===== src/rtl/tile_ram_arbiter.sv =====
// tile_ram_arbiter
//
// Time-shares the single-port tile RAM (1-cycle read latency) between three
// clients, in priority order:
//   1. video scan-out (absolute; owns the RAM whenever vid_active is high)
//   2. the map-initialisation streamer (bounded burst while the CPU waits)
//   3. a CPU request/acknowledge port (single read or write per request)
//
// Optional build macro:
//   TILE_ARB_STATS_EN  - when defined, stall_count counts CPU wait cycles
//                        (saturating). When undefined, stall_count is tied 0.
//
// Ports:
//   clk, reset               system clock, synchronous active-high reset
//   vid_active, vid_addr     video ownership and fetch address
//   init_req/addr/din/we     init streamer request and write port
//   init_gnt                 init access performed this cycle
//   cpu_req/we/addr/din      CPU request, held until cpu_ack
//   cpu_ack, cpu_dout        completion pulse and read data
//   ram_addr/din/we          RAM command
//   ram_dout                 RAM read data (also used directly by the renderer)
//   stall_count              CPU wait-cycle counter
module tile_ram_arbiter #(
  parameter int INIT_BURST = 16,
  parameter int AW         = 10
) (
  input  logic          clk,
  input  logic          reset,
  input  logic          vid_active,
  input  logic [AW-1:0] vid_addr,
  input  logic          init_req,
  input  logic [AW-1:0] init_addr,
  input  logic [7:0]    init_din,
  input  logic          init_we,
  output logic          init_gnt,
  input  logic          cpu_req,
  input  logic          cpu_we,
  input  logic [AW-1:0] cpu_addr,
  input  logic [7:0]    cpu_din,
  output logic          cpu_ack,
  output logic [7:0]    cpu_dout,
  output logic [AW-1:0] ram_addr,
  output logic [7:0]    ram_din,
  output logic          ram_we,
  input  logic [7:0]    ram_dout,
  output logic [15:0]   stall_count
);

  localparam logic [2:0] S_IDLE    = 3'd0;
  localparam logic [2:0] S_INIT    = 3'd1;
  localparam logic [2:0] S_CPU_WR  = 3'd2;
  localparam logic [2:0] S_CPU_RD  = 3'd3;
  localparam logic [2:0] S_RD_WAIT = 3'd4;
  localparam logic [2:0] S_ACK     = 3'd5;

  localparam int         BW        = (INIT_BURST < 1) ? 1 : $clog2(INIT_BURST + 1);
  localparam logic [BW:0] BURST_LIM = (BW+1)'(INIT_BURST);

  logic [2:0]    state, state_nxt;
  logic [BW-1:0] burst_cnt;
  logic [BW:0]   burst_nxt;
  logic          burst_hit;
  logic          cpu_take;
  logic [AW-1:0] cap_addr;
  logic [7:0]    cap_din;

  assign init_gnt = (state == S_INIT) && !vid_active;
  assign cpu_ack  = (state == S_ACK);

  // Burst count including this cycle's grant, so the CPU slot is forced
  // right after the INIT_BURST-th init access rather than one access later.
  assign burst_nxt = {1'b0, burst_cnt} + {{BW{1'b0}}, init_gnt};
  assign burst_hit = cpu_req && (burst_nxt >= BURST_LIM);

  // A CPU request is captured either from IDLE (video and init both quiet)
  // or when the init burst limit forces a CPU slot.
  assign cpu_take = ((state == S_IDLE) && !vid_active && !init_req && cpu_req) ||
                    ((state == S_INIT) && burst_hit);

  always_comb begin
    state_nxt = state;
    case (state)
      S_IDLE: begin
        if (!vid_active) begin
          if (init_req)     state_nxt = S_INIT;
          else if (cpu_req) state_nxt = cpu_we ? S_CPU_WR : S_CPU_RD;
        end
      end
      S_INIT: begin
        if (burst_hit)      state_nxt = cpu_we ? S_CPU_WR : S_CPU_RD;
        else if (!init_req) state_nxt = S_IDLE;
      end
      S_CPU_WR:  if (!vid_active) state_nxt = S_ACK;
      S_CPU_RD:  if (!vid_active) state_nxt = S_RD_WAIT;
      S_RD_WAIT: state_nxt = S_ACK;
      S_ACK:     state_nxt = S_IDLE;
      default:   state_nxt = S_IDLE;
    endcase
  end

  // RAM command mux; video always overrides whatever the FSM is doing.
  always_comb begin
    ram_addr = vid_addr;
    ram_din  = cap_din;
    ram_we   = 1'b0;
    if (!vid_active) begin
      case (state)
        S_INIT: begin
          ram_addr = init_addr;
          ram_din  = init_din;
          ram_we   = init_we;
        end
        S_CPU_WR: begin
          ram_addr = cap_addr;
          ram_we   = 1'b1;
        end
        S_CPU_RD: ram_addr = cap_addr;
        default: ;
      endcase
    end
  end

  always_ff @(posedge clk) begin
    if (reset) begin
      state     <= S_IDLE;
      burst_cnt <= '0;
    end else begin
      state <= state_nxt;
      if (!cpu_req || cpu_take)
        burst_cnt <= '0;
      else if (init_gnt)
        burst_cnt <= burst_nxt[BW-1:0];
    end
  end

  // Captured request; no reset needed, only read in CPU_WR/CPU_RD.
  always_ff @(posedge clk) begin
    if (cpu_take) begin
      cap_addr <= cpu_addr;
      cap_din  <= cpu_din;
    end
  end

  // RD_WAIT is the cycle ram_dout holds the CPU address's data, even if
  // video has since taken the RAM address.
  always_ff @(posedge clk) begin
    if (reset)
      cpu_dout <= 8'h00;
    else if (state == S_RD_WAIT)
      cpu_dout <= ram_dout;
  end

`ifdef TILE_ARB_STATS_EN
  function automatic logic [15:0] sat_inc16(input logic [15:0] v);
    return (v == 16'hFFFF) ? v : v + 16'd1;
  endfunction

  logic stall_cyc;
  assign stall_cyc = cpu_req &&
                     ((state == S_IDLE) || (state == S_INIT) ||
                      (((state == S_CPU_WR) || (state == S_CPU_RD)) && vid_active));

  always_ff @(posedge clk) begin
    if (reset)
      stall_count <= 16'h0000;
    else if (stall_cyc)
      stall_count <= sat_inc16(stall_count);
  end
`else
  assign stall_count = 16'h0000;
`endif

endmodule


===== config.mk =====
export PLATFORM = sky130hd
export DESIGN_NAME = tile_ram_arbiter
export DESIGN_NICKNAME = d
export VERILOG_FILES = /design/src/rtl/tile_ram_arbiter.sv
export SDC_FILE = /design/constraint.sdc
export NUM_CORES = 1
export LEC_CHECK = 0
export CORE_MARGIN = 3
export CORE_UTILIZATION = 38
export CTS_BUF_LIST = sky130_fd_sc_hd__clkbuf_4
export DETAILED_ROUTE_END_ITERATION = 8
export GPL_TIMING_DRIVEN = 0
export HOLD_SLACK_MARGIN = 0.12
export PLACE_DENSITY = 0.83
export SLEW_MARGIN = 30
export SYNTH_ARGS = -nofsm -noshare
export SYNTH_HDL_FRONTEND = slang
export SYNTH_SLANG_ARGS = --single-unit

===== constraint.sdc =====
create_clock -name clk -period 3.65 [get_ports clk]
set_input_delay 0.5475 -clock clk [delete_from_list [all_inputs] [get_ports clk]]
set_output_delay 0.5475 -clock clk [all_outputs]
set_load 0.005 [all_outputs]

==> run_results.csv, run 1 <==
group,metric,value,unit
outcome,outcome,"completed",
global_routing,grt_pass1_wl,7000,microns
setup_path,cp-end-kind,"flop",
global_routing,antenna_found_initial,0,
layout,syn_to_final_growth,61.3,%
floorplanning,start_util,41.1,%
timing,fmax,306,MHz
hold_path,hold_class,"reg2reg",
clock_network,ctsResizeCount,0,
power_and_ir_drop,peakVddDrop,224,uV
setup_path,crit_path_start_kind,"input port",
timing,slew_headroom,44.2,%
clock_network,clkLatencyLatePin,330,ps
clock_network,cts_tree,"yes",
synth,avgSynthCellArea,10.5,sq um
floorplanning,core-area,4200,sq um
timing,skew,5.34,ps
clock_network,cts.sinks,34,
synth,synth_cells,164,
routing,first_pass_iters,4,
power_and_ir_drop,power.total,0.000826,W
timing,period_needed,3270,ps
clock_network,hold_buffers,0,
floorplanning,rows,23,
clock_network,htreeDepth,2,
routing,dr_total_vias,1567,
timing,holdWs,458,ps
synth,synthArstFlopShare,0,%
global_routing,overflow,0,
global_routing,grt_util_all_layers,16.8,%
routing,viasPerCell,4.81,
floorplanning,dieArea,5390,sq um
synth,synth_edf_count,18,
setup_path,required,3620,ps
timing,hold_viol_final,0,
setup_path,crit_type,"in2reg",
job,maxCapViolations,0,
clock_network,numCtsBuffers,5,
routing,ant_nets,0,
synth,ys_seq_area_share,49.8,%
synth,synth_cell_type_count,38,
setup_path,crit_fanout,18,
timing,worstMarginPinSlew,831,ps
timing,finalSetupViolations,0,
timing,rsz0062_at_grt,"false",
floorplanning,fp.dieW,73.4,microns
synth,yosys_warnings,0,
timing,slew_viol_final,0,
clock_network,clk_path_buf_depth,2,
layout,final_cells,326,
global_routing,grt_pass1_vias,1525,
setup_path,arrival,3240,ps
routing,wl,4470,microns
synth,synth_flop_cell,"edfxtp_1",
place,gp_congestion,0.736,
routing,wl_per_cell,13.7,microns
floorplanning,ios,106,
routing,drt_iter0_markers,104,
clock_network,clock-root-buffer,"clkbuf_4",
routing,drc,0,
layout,final_cell_mix,"89 x clkdlybuf4s50_1, 19 x nand2_1, 18 x edfxtp_1",
clock_network,cts.clk_slew.worst_paths,100,ps
place,dpl.cell_count,318,
layout,antenna_cells,0,
synth,synth_area,1730,sq um
power_and_ir_drop,total_leakage_power,1.09,nW
clock_network,cts_setup_buffers,0,
place,io_buffers,89,
place,dpl.hpwl,3500,microns
timing,setup_tns,0,ps
synth,synth_seq_cells,34,
floorplanning,die_h,73.4,microns
layout,final_nets,338,
global_routing,grt_max_degree,19,
timing,finalCritPeriodShare,89.5,%
layout,drive_above_1_share,13.8,%
layout,final_common_cell,"clkdlybuf4s50_1",
power_and_ir_drop,power_density,297,nW/um^2
==> critical path, cell delays in order <==
cell	delay, ps
clkdlybuf4s50_1	530
nor4b_4	500
buf_6	230
ha_1	190
ha_1	190
a31oi_1	110
a21oi_1	190
nand3_1	130
nand2_1	600
==> Yosys cell counts, types with 2 or more instances <==
library cell / n / area share [%]
mux2i_1: 2 / 1.2
inv_1: 14 / 3.0
dfxtp_1: 16 / 19
mux2_2: 8 / 5.2
a211oi_1: 4 / 1.7
nor2_1: 8 / 1.7
nor2b_1: 3 / 1.1
edfxtp_1: 18 / 31
buf_2: 2 / 0.58
buf_6: 3 / 2.0
a222oi_1: 10 / 5.8
clkbuf_1: 2 / 0.43
buf_4: 16 / 7.0
a21oi_1: 10 / 2.9
ha_1: 2 / 1.4
and2_1: 3 / 1.1
a31oi_1: 2 / 0.72
xor2_1: 3 / 1.5
nand2_1: 19 / 4.1
==> metrics by stage <==
step	util [%]	setup WS, ps	cell area [sq um]
floorplan	-	1040	1780
global placement	65.2	37.3	2740
detailed placement	65.2	-19.9	2740
CTS	66.3	330	2790
global route	66.3	156	2790
finish	66.3	383	2790
==> worst paths after layout <==
kind / from / to / slack [ps] / depth (start not counted)
min reg2reg: cpu_dout[2] / cpu_dout[2] / 460 / 2
min: cpu_dout[2] / cpu_dout[2] / 460 / 2
max reg2reg: state[1] / cap_addr[2] / 660 / 9
max: vid_active / cap_addr[2] / 380 / 9
==> kinds of logic after synthesis <==
| logic type | count (synthesis) | synth area share, % |
|---|---|---|
| other | 1 | 0.217 |
| buffers and inverters | 37 | 13.0 |
| AO/OA/AOI/OAI | 31 | 13.3 |
| adder cells (fa/ha/maj) | 2 | 1.45 |
| multiplexers | 10 | 6.37 |
| flip-flops | 34 | 49.8 |
| AND/OR/NAND/NOR | 46 | 14.4 |
| XOR/XNOR | 3 | 1.52 |
==> sequential cells by signal, summed over array words and instances, names as in the netlist <==
name	flops
cap_din	8
burst_cnt	5
cap_addr	10
state	3
cpu_dout	8
==> where the power goes <==
group          internal [W]  total, W  switching (W)
registers          0.000413  0.000420     0.00000611
logic              0.000142  0.000215      0.0000740
clock network     0.0000686  0.000191       0.000123
total              0.000624  0.000826       0.000203
==> per-layer routing <==
metal  GRT usage, %  up-vias  routed length (microns)
li1               -      783                        -
met1           18.6      714                     1730
met2           29.3       63                     2270
met3           6.43        7                      394
met4           5.63        0                       70
met5              0        -                        0
==> cell type report <==
type / count / area [sq um]
Timing Repair Buffer: 89 / 891
Inverter: 14 / 52.6
Fill cell: 327 / 1420
Tap cell: 50 / 62.6
Sequential cell: 34 / 861
Clock buffer: 5 / 37.5
Multi-Input combinational cell: 108 / 699
Buffer: 23 / 171
Clock inverter: 3 / 11.3
Power figures use the tool's default switching activity.
==> run 2: changes to the inputs <==
MAX_ROUTING_LAYER = met4   (was not set)
SKIP_LAST_GASP = 1   (was not set)
==> run_results.csv, run 2 (same netlist as run 1, synthesis figures left out) <==
group,metric,value,unit
timing,fin_ws,384,ps
floorplanning,start_util,41.1,%
timing,rsz0062_at_grt,"false",
setup_path,rr_startpoint,"state[1]",
clock_network,clock-root-buffer,"clkbuf_4",
power_and_ir_drop,total_leakage_power,1.09,nW
clock_network,clkLatencyLatePin,330,ps
floorplanning,ios,106,
routing,wl_met1,1790,microns
layout,final_cell_mix,"89 x clkdlybuf4s50_1, 19 x nand2_1, 18 x edfxtp_1",
setup_path,crit_type,"in2reg",
hold_path,hold_class,"reg2reg",
setup_path,cp-end-kind,"flop",
routing,dr_total_vias,1578,
place,dp_slack,-19.9,ps
place,dpl.hpwl,3500,microns
clock_network,numCtsBuffers,5,
power_and_ir_drop,switching_power,0.000202,W
timing,finalCritPeriodShare,89.5,%
power_and_ir_drop,p_int,0.000624,W
routing,dr_wl_met2,2240,microns
routing,drc,0,
floorplanning,die_h,73.4,microns
layout,final_nets,338,
setup_path,regToRegSetupSlack,670,ps
outcome,outcome,"completed",
timing,hold_viol_final,0,
power_and_ir_drop,power.total,0.000826,W
timing,worstMarginPinSlew,834,ps
global_routing,grt_pass1_wl,7000,microns
global_routing,antenna_found_initial,0,
setup_path,arrival,3230,ps
layout,multi_input_area,699,sq um
setup_path,required,3610,ps
timing,period_needed,3270,ps
clock_network,cts.clk_slew.worst_paths,100,ps
layout,final_common_cell,"clkdlybuf4s50_1",
timing,slew_headroom,44.0,%
global_routing,grt_util_all_layers,17.3,%
place,io_buffers,89,
setup_path,r2r-end,"cap_addr[2]",
power_and_ir_drop,power_density,296,nW/um^2
job,maxCapViolations,0,
hold_path,timing.hold.worst_endpoint,"cpu_dout[2]",
global_routing,grt_pass1_vias,1525,
clock_network,clk_path_buf_depth,2,
setup_path,crit_fanout,18,
floorplanning,fp.dieW,73.4,microns
layout,fin_util,66.3,%
timing,holdWs,458,ps
hold_path,min_delay_path_depth,2,
clock_network,hold_buffers,0,
place,dpl.cell_count,318,
power_and_ir_drop,peakVddDrop,224,uV
timing,slew_viol_final,0,
global_routing,overflow,0,
place,gp_congestion,0.745,
power_and_ir_drop,pwr-share-clk,23.1,%
layout,regArea,861,sq um
clock_network,cts_setup_buffers,0,
layout,syn_to_final_growth,61.3,%
timing,skew,4.60,ps
clock_network,cts.sinks,34,
layout,largest_reg_flops,10,
layout,largest-register,"cap_addr",
clock_network,ctsResizeCount,0,
routing,maxUsedRoutingLayer,"met4",
layout,final_cells,326,
clock_network,htreeDepth,2,
setup_path,crit_path_start_kind,"input port",
routing,ant_nets,0,
routing,wl,4480,microns
clock_network,cts_tree,"yes",
timing,finalSetupViolations,0,
hold_path,min_from,"cpu_dout[2]",
layout,drive_above_1_share,13.8,%
power_and_ir_drop,p_seq_share,50.8,%
routing,wl_met3,357,microns
floorplanning,dieArea,5390,sq um
layout,antenna_cells,0,
floorplanning,rows,23,
power_and_ir_drop,combinationalPowerShare,26.1,%
layout,largestRegisters,"cap_addr x10, cap_din x8, cpu_dout x8",
routing,drt_iter0_markers,101,
global_routing,grt_max_degree,19,
routing,wl_per_cell,13.7,microns
power_and_ir_drop,p_sw_share,24.5,%
routing,first_pass_iters,4,
floorplanning,core-area,4200,sq um
routing,viasPerCell,4.84,
layout,nFillCells,327,
setup_path,reg2reg_depth,9,
timing,fmax,306,MHz
## run 2: cell counts in the layout (fill, tap and decap cells not counted)
No cell type changed its count.
## run 2: cell type report
class                           count  area share [%]
Timing Repair Buffer               89            32.0
Buffer                             23            6.15
Sequential cell                    34            30.9
Clock buffer                        5            1.35
Clock inverter                      3           0.404
Inverter                           14            1.89
Tap cell                           50            2.25
Multi-Input combinational cell    108            25.1
## run 2: metrics by stage
step                TNS, ps  instance area (sq um)
global placement          0                   2740
CTS                       0                   2790
floorplan                 0                   1780
finish                    0                   2790
detailed placement     -342                   2740
global route              0                   2790
## run 2: worst max-delay path by stage
stage	slack (ps)	from	to	cells after the start
2_1_floorplan	1040	vid_active	cap_addr[0]	8
3_3_place_gp	40	vid_active	cap_addr[2]	9
3_5_place_dp	-20	vid_active	cap_addr[2]	9
4_1_cts	330	vid_active	cap_addr[1]	9
5_1_grt	160	vid_active	cap_addr[1]	9
6_report	380	vid_active	cap_addr[2]	9
## run 2: critical path, cell delays in order
cell,delay [ps]
clkdlybuf4s50_1,540
nor4b_4,490
buf_6,220
ha_1,200
ha_1,190
a31oi_1,110
a21oi_1,190
nand3_1,130
nand2_1,600
## run 2: power by group through the flow
| stage | Sequential [W] | Combinational [W] | Clock (W) |
|---|---|---|---|
| 2_1_floorplan | 0.000427 | 0.0000890 | 0 |
| 6_report | 0.000420 | 0.000216 | 0.000191 |
| 5_1_grt | 0.000421 | 0.000233 | 0.000211 |
| 4_1_cts | 0.000420 | 0.000217 | 0.000197 |
| 3_3_place_gp | 0.000428 | 0.000212 | 0 |
| 3_5_place_dp | 0.000428 | 0.000216 | 0 |
## run 2: metal layers
metal	global-route usage, %	up-vias
met3	5.47	9
met5	-	-
met1	19.2	714
met2	29.3	71
li1	-	784
met4	5.63	0
